### src/rtl/alu_arbiter.sv
// alu_arbiter: round-robin arbiter sharing one combinational ALU between two requesters
module alu_arbiter #(
  parameter int LAST_OP = 5
) (
  input  logic       clk,
  input  logic       rst_n,
  input  logic [1:0] req_valid,
  output logic [1:0] req_ready,
  input  logic [7:0] req_a0,
  input  logic [7:0] req_b0,
  input  logic [3:0] req_op0,
  input  logic [7:0] req_a1,
  input  logic [7:0] req_b1,
  input  logic [3:0] req_op1,
  output logic [7:0] alu_a,
  output logic [7:0] alu_b,
  output logic [3:0] alu_op,
  input  logic [7:0] alu_out,
  output logic [1:0] rsp_valid,
  input  logic [1:0] rsp_ready,
  output logic [7:0] rsp_data,
  output logic       rsp_err
);
  localparam logic [1:0] IDLE = 2'd0;
  localparam logic [1:0] EXEC = 2'd1;
  localparam logic [1:0] RESP = 2'd2;
  localparam logic [3:0] LAST = 4'(LAST_OP);
  logic [1:0] state;
  logic       last_grant;
  logic       id;
  logic       gnt;
  // pick the requester not served last on a tie; handshakes only exist in IDLE/RESP
  always_comb begin
    gnt       = (req_valid == 2'b11) ? ~last_grant : req_valid[1];
    req_ready = (rst_n && state == IDLE && |req_valid) ? (gnt ? 2'b10 : 2'b01) : 2'b00;
    rsp_valid = (state == RESP) ? (id ? 2'b10 : 2'b01) : 2'b00;
  end
  // grant/latch in IDLE, capture ALU result in EXEC, wait for owner's handshake in RESP
  always_ff @(posedge clk or negedge rst_n) begin
    if (!rst_n) begin
      state      <= IDLE;
      last_grant <= 1'b1;
      id         <= 1'b0;
      alu_a      <= '0;
      alu_b      <= '0;
      alu_op     <= '0;
      rsp_data   <= '0;
      rsp_err    <= 1'b0;
    end else if (state == IDLE) begin
      if (|req_valid) begin
        state      <= EXEC;
        last_grant <= gnt;
        id         <= gnt;
        alu_a      <= gnt ? req_a1 : req_a0;
        alu_b      <= gnt ? req_b1 : req_b0;
        alu_op     <= gnt ? req_op1 : req_op0;
      end
    end else if (state == EXEC) begin
      state    <= RESP;
      rsp_data <= alu_out;
      rsp_err  <= alu_op > LAST;
    end else if (state == RESP) begin
      if (rsp_ready[id]) state <= IDLE;
    end else begin
      state <= IDLE;
    end
  end
endmodule

### config.mk
export PLATFORM = sky130hd
export DESIGN_NAME = alu_arbiter
export DESIGN_NICKNAME = d
export VERILOG_FILES = /design/src/rtl/alu_arbiter.sv
export SDC_FILE = /design/constraint.sdc
export NUM_CORES = 1
export LEC_CHECK = 0
export CAP_MARGIN = 20
export CORE_ASPECT_RATIO = 0.5
export CORE_MARGIN = 1
export CORE_UTILIZATION = 39
export CTS_CLUSTER_DIAMETER = 100
export DETAILED_ROUTE_END_ITERATION = 7
export GPL_TIMING_DRIVEN = 0
export PLACE_DENSITY = 0.82
export RECOVER_POWER = 100
export SLEW_MARGIN = 10
export SYNTH_ARGS = -nofsm -noshare
export SYNTH_HDL_FRONTEND = slang
export SYNTH_SLANG_ARGS = --single-unit
### constraint.sdc
create_clock -name clk -period 1.95 [get_ports clk]
set_clock_uncertainty 0.15 [all_clocks]
set_input_delay 0.195 -clock clk [delete_from_list [all_inputs] [get_ports clk]]
set_output_delay 0.195 -clock clk [all_outputs]
set_load 0.02 [all_outputs]
==> key figures, run 1 <==
Place
  – Buffers on Ports: 86
  – Dpl hpwl: 2850 µm
  – Gpl congestion: 0.714

Floorplanning
  – Io pins: 87
  – Placeable Area: 4000 µm²
  – Initial core utilization: 0.416
  – FP Rows: 16
  – Die area: 4550 µm²
  – Die Span X: 94.5 µm
  – Die height: 48.2 µm

Run
  – Max_cap viols: 0

Synth
  – Count leader, synth: mux2_4
  – Area leader, netlist: dfrtp_1
  – Ys Warns: 0
  – Avg Cell Area, Syn: 16.0 µm²
  – #FFs+latches synth: 33
  – Async set-reset flop share out of synthesis: 1.00
  – Area share of the largest cell type after synthesis: 0.480
  – Netlist cell types: 20
  – Most common flop cell mapped by yosys: dfrtp_1
  – Area contributors post-synth: dfrtp_1, mux2_4, mux2_2, dfstp_2, buf_12
  – Sequential cell area fraction in the yosys report: 0.496
  – Cell count after synthesis: 104
  – Post-synthesis cell area: 1670 µm²
  – Mapped Nets: 158
  – Post-synth EDFFs: 0
  – Commonest cells post-synth: mux2_4, dfrtp_1, mux2_2

Detailed routing
  – Drt wl/cell: 14.6 µm
  – Met2 WL: 2020 µm
  – Final ANT Viol Nets: 0
  – Detailed Routing Iterations Pass 1: 4
  – Max Used Layer: met4
  – Met3 WL: 157 µm
  – Routed vias/inst: 4.80
  – DRC Markers: 0
  – DR iter-0 viols: 21
  – Vias: 1,229
  – Met1 WL: 1520 µm
  – DRT Wirelength: 3740 µm

Power
  – Worst VDD drop: 0.652 mV
  – Final total power: 4170 µW
  – P_leak: 0.00122 µW
  – Pwr dens: 1530 nW/µm²

Critical path
  – Worst-path cell chain: nor2_4 > o21a_2 > buf_8 > and3_2 > buf_2
  – Crit-path slowest cell: dfrtp_1
  – Crit Path Max Fanout: 10
  – FF-to-FF setup slack: 0.16 ns
  – Worst Reg-to-Reg Cells: 5
  – Critical Path Source Type: flop
  – FF-to-FF End: alu_b[0]
  – WP data required: 1.60 ns
  – Critical Path Max Stage Delay: 0.46 ns
  – Critical path arrival: 1.53 ns
  – WS Path Type: flop to output pin
  – R2R Path Start: last_grant
  – Worst setup EP type: output pin

Timing
  – Fmax: 532 MHz
  – Final Max Slew Viols: 0
  – Hold Fails Final Rpt: 32
  – Final setup fails: 0
  – Crit share post-route: 0.964
  – Post-Route Setup TNS: 0 ns
  – Slew @ Worst Pin: 0.747 ns
  – Worst Hold Slack: -0.176 ns
  – Crit path time final: 1.88 ns
  – Relative slew slack: 0.502

Global routing
  – Global route overflow: 0
  – Total GRT Usage: 0.173
  – Vias in the first global route: 1,179
  – Largest net degree at the start of global routing: 36
  – First-pass GRT wire length: 5660 µm
  – Initial antenna violation count: 0

Clock network
  – Clock latency at the later pin of the worst-skew pair: 0.28 ns
  – Clock transition at the registers of the reported paths: 0.07 ns
  – Clk sinks: 33
  – Clock Path Buffers: 2
  – CTS Buf Count: 5
  – TritonCTS clock tree: done
  – Maximum level of the CTS H-tree: 2
  – CTS root buffer: clkbuf_8

Outcome
  – Failing checks: hold timing
  – Status: complete, but fails checks

Cells and area
  – Share of post-route cells with drive strength above 1: 0.376
  – Antenna cells: 0
  – Area delta synth->final: 64.1%
  – Final #Nets: 255

Worst hold path
  – Worst min path class: primary input to async pin
-- per-layer routing --
layer | up-vias | track usage
li1 | 563 | -
met1 | 626 | 0.208
met2 | 35 | 0.306
met5 | - | 0
met4 | 0 | 0.0818
met3 | 5 | 0.0452
-- kinds of logic after synthesis --
| family | Yosys count | share of synthesized area |
|---|---|---|
| buffers and inverters | 6 | 0.0330 |
| muxes | 49 | 0.408 |
| AOI/OAI and AO/OA | 8 | 0.0368 |
| DFF | 33 | 0.496 |
| and+or+nand+nor | 8 | 0.0263 |
-- how the worst max path moves through the flow --
stage	start	end	slack (ns)
after floorplan	last_grant	req_ready[1]	0.09
after global placement	rst_n	req_ready[1]	-1.15
after detailed placement	req_valid[1]	req_ready[1]	-0.49
after CTS	req_valid[1]	req_ready[1]	0.02
after global routing	req_valid[1]	req_ready[1]	-0.005
final	state[0]	req_ready[0]	0.07
-- cell usage in the layout, fill, tap and decap left out, types with 2 or more instances in the layout --
cell type        synthesis  routed
a21oi_1                  3       3
buf_2                    1       3
buf_4                    2       6
clkbuf_8                 0       7
clkdlybuf4s50_1          0      81
dfrtp_1                 32      31
dlygate4sd2_1            0       2
mux2_2                  15      15
mux2_4                  34      34
nor2_1                   4       3
-- cell type report --
class                           instances  area, µm²
Sequential cell                        33        828
Buffer                                  5       58.8
Clock buffer                            7       96.3
Timing Repair Buffer                   90        876
Inverter                                1       3.75
Tap cell                               54       67.6
Clock inverter                          1       5.00
Fill cell                             290       1270
Multi-Input combinational cell         65        800
-- per-stage QoR --
stage | util | worst slack (ns) | cells | cell area, µm² | hold WS [ns]
final | 0.683 | 0.0706 | 256 | 2740 | -0.176
after global routing | 0.683 | -0.00482 | 256 | 2740 | -0.116
after CTS | 0.677 | 0.0228 | 254 | 2710 | -0.145
after detailed placement | 0.647 | -0.485 | 244 | 2590 | 0.153
after global placement | 0.648 | -1.15 | 244 | 2590 | 0.340
after floorplan | - | 0.0942 | 104 | 1670 | -0.251
-- state kept, by name (all words and copies together) (netlist names) --
name        cells
last_grant      1
rsp_data        8
alu_op          4
state           2
alu_b           8
id              1
rsp_err         1
alu_a           8
-- where the power goes --
group          internal (µW)  switching [µW]
Sequential              1050             239
Combinational           1370             957
Clock                    319             242
Total                   2740            1440
-- worst max-delay path, delay by kind of cell, from the launching register on --
family / cells / cell delay, ns
buf+inv: 2 / 0.31
simple gates: 2 / 0.31
flops: 1 / 0.46
compound gates: 1 / 0.17
-- repair_timing --
action	CTS	global route
setup buffers	2	2
endpoints found under the hold margin	32	32
resized for setup	16	3
endpoints found under the setup margin	4	2
cloned	0	0
pin swaps	1	0
No activity file was read; power rests on OpenSTA's default activity.
==> run 2: changes to the inputs <==
- ABC_AREA: default -> 1
- CAP_MARGIN: 20 -> 30
- CORE_UTILIZATION: 39 -> 40
- PLACE_DENSITY: 0.82 -> 0.8
==> key figures, run 2 <==
Outcome
  – Status: complete, no violations

Synth
  – Area contributors post-synth: dfrtp_1, nand2_1, nand3_1, inv_1, buf_2
  – Most common flop cell mapped by yosys: dfrtp_1
  – Simple-Gate Fraction of Synth Area: 0.357
  – Area share of the largest cell type after synthesis: 0.464
  – Synth Area in Compound Gates: 0.0116
  – Avg Cell Area, Syn: 7.16 µm²
  – Netlist cell types: 16
  – Cell count after synthesis: 241
  – Post-Synth Adder-Cell Area: 0
  – #FFs+latches synth: 33
  – Mux share of post-synthesis cell area: 0
  – Sequential cell area fraction in the yosys report: 0.479
  – Mapped Nets: 295
  – Count leader, synth: nand2_1
  – Async set-reset flop share out of synthesis: 1.00
  – Commonest cells post-synth: nand2_1, nand3_1, inv_1
  – Post-synth EDFFs: 0
  – Post-synthesis cell area: 1730 µm²
  – Ys Warns: 0
  – Synth Area in XOR/XNOR: 0
  – Main combinational cell family by area after synthesis: simple AND/OR/NAND/NOR gates
  – Area leader, netlist: dfrtp_1

Timing
  – Slew @ Worst Pin: 0.785 ns
  – Final Max Slew Viols: 0
  – Post-Route Setup TNS: 0 ns
  – Final setup fails: 0
  – Crit path time final: 1.87 ns
  – RSZ-0062 raised after global routing: no
  – Hold Fails Final Rpt: 0
  – Worst Hold Slack: 0.287 ns
  – Fmax: 534 MHz
  – Crit share post-route: 0.960
  – Relative slew slack: 0.476
  – Setup WS post-layout: 0.0785 ns

Detailed routing
  – DRT Wirelength: 4450 µm
  – Drt wl/cell: 11.4 µm
  – DRC Markers: 0
  – DR iter-0 viols: 50
  – Vias: 1,780
  – Detailed Routing Iterations Pass 1: 6
  – Final ANT Viol Nets: 0
  – Routed vias/inst: 4.56

Power
  – Pwr dens: 1380 nW/µm²
  – Switching Share: 0.424
  – Seq pwr share: 0.323
  – Clock power frac: 0.136
  – Power Internal: 2170 µW
  – Worst VDD drop: 0.554 mV
  – P_leak: 0.00149 µW
  – Switch Pwr: 1590 µW
  – Combinational Power Share: 0.541

Critical path
  – Worst Reg-to-Reg Cells: 6
  – Critical path startpoint: last_grant
  – WP data required: 1.60 ns
  – Critical Path Source Type: flop
  – WS Path Type: flop to output pin
  – Top cell family by delay on the critical path: flip-flops
  – R2R Path Start: state[0]
  – FF-to-FF setup slack: 0.40 ns
  – Critical path arrival: 1.53 ns
  – Worst-path cell chain: nand2_1 > nand2_1 > inv_1 > nand2_1 > nor2_1 > dlygate4sd2_1
  – Crit path buf inv count: 2
  – Crit Path Max Fanout: 3
  – Crit-path slowest cell: dfstp_2
  – Most common cell on crit path: nand2_1
  – Worst setup EP type: output pin
  – Critical Path Max Stage Delay: 0.53 ns
  – FF-to-FF End: alu_b[6]

Place
  – Gpl congestion: 0.816
  – Dpl ws: -0.217 ns
  – Dpl cell area: 2650 µm²
  – Buffers on Ports: 86
  – Dpl hpwl: 3400 µm

Clock network
  – Clock Path Buffers: 2
  – Clock latency at the later pin of the worst-skew pair: 0.28 ns
  – CTS root buffer: clkbuf_8
  – CTS Buf Count: 5
  – Maximum level of the CTS H-tree: 2
  – Clock transition at the registers of the reported paths: 0.06 ns
  – Setup Buffers After CTS: 0
  – Clk sinks: 33
  – TritonCTS clock tree: done

Floorplanning
  – Initial core utilization: 0.429
  – Die height: 48.4 µm
  – Placeable Area: 4020 µm²
  – Die Span X: 94.9 µm
  – Die area: 4600 µm²
  – Io pins: 87
  – FP Rows: 16

Cells and area
  – Share of post-route cells with drive strength above 1: 0.0655
  – Most common cell after layout, fill and taps aside: nand2_1
  – Final #Nets: 390
  – Fill cells: 327
  – Area delta synth->final: 58.0%
  – Leading cell types in the layout, fill and taps excluded: nand2_1, clkdlybuf4s50_1, nand3_1
  – Antenna cells: 0
  – Top Registers: alu_a x8, alu_b x8, rsp_data x8
  – Final core utilization: 0.678
  – Post-Layout Inst Area: 2730 µm²

Global routing
  – First-pass GRT wire length: 7670 µm
  – Global route overflow: 0
  – Largest net degree at the start of global routing: 33
  – Vias in the first global route: 1,727
  – Total GRT Usage: 0.217
  – Initial antenna violation count: 0

Run
  – Max_cap viols: 0

Worst hold path
  – Worst min path class: primary input to async pin
-- run 2: cell types whose count changed in the layout (fill, tap and decap cells not counted), sizes merged, moves of 2 or more --
cell           change
nand2             +88
mux2              -49
nand3             +48
inv               +47
dlygate4sd3       +30
clkdlybuf4s50     -29
clkbuf             +5
o21ai              +3
a21oi              -2
nor2               +2
-- run 2: how the worst max path moves through the flow --
stage	endpoint	slack, ns	depth (start not counted)
floorplan	req_ready[0]	0.55	6
global placement	req_ready[0]	-1.16	4
detailed placement	req_ready[0]	-0.22	7
CTS	req_ready[0]	0.02	7
global route	req_ready[1]	0.006	6
finish	req_ready[1]	0.08	6
-- run 2: cells by family after synthesis --
group           count (synthesis)
compound gates                  4
simple gates                  143
buf+inv                        61
flops                          33
-- run 2: stage by stage --
step / cells / total power, µW
floorplan: 241 / 2440
global placement: 381 / 3370
detailed placement: 381 / 3420
CTS: 390 / 3930
global route: 390 / 4050
finish: 390 / 3760
-- run 2: per-layer routing --
| layer | up-vias | global-route usage | share of wire |
|---|---|---|---|
| met5 | - | 0 | 0 |
| met4 | 0 | 0.0682 | 0.0061 |
| met3 | 2 | 0.0487 | 0.034 |
| met2 | 38 | 0.363 | 0.50 |
| met1 | 829 | 0.279 | 0.46 |
| li1 | 911 | - | - |
-- run 2: area by class of cell --
cell class	count	area [µm²]	share of cell area
Buffer	13	76.3	0.0280
Clock buffer	7	86.3	0.0317
Inverter	48	180	0.0661
Multi-Input combinational cell	147	626	0.229
Sequential cell	33	827	0.303
Tap cell	54	67.6	0.0248
Timing Repair Buffer	88	863	0.317
-- run 2: timing repair --
action / in CTS / in global routing
cloned: 0 / 0
endpoints found under the hold margin: 32 / 0
hold buffers: 2 / 0
endpoints found under the setup margin: 4 / 1
gates resized for setup: 6 / 1
-- run 2: power groups by stage --
stage          logic, µW  registers (µW)  clock network (µW)
6_report            2030            1210                 513
5_1_grt             2240            1250                 551
4_1_cts             2190            1230                 515
3_5_place_dp        2190            1230                   0
3_3_place_gp        2140            1220                   0
2_1_floorplan        845            1590                   0
==> run 3: changes to the inputs <==
- TNS_END_PERCENT: default -> 1
==> results of run 3 <==
No change in the layout: final DEF, timing and power equal those of run 2.
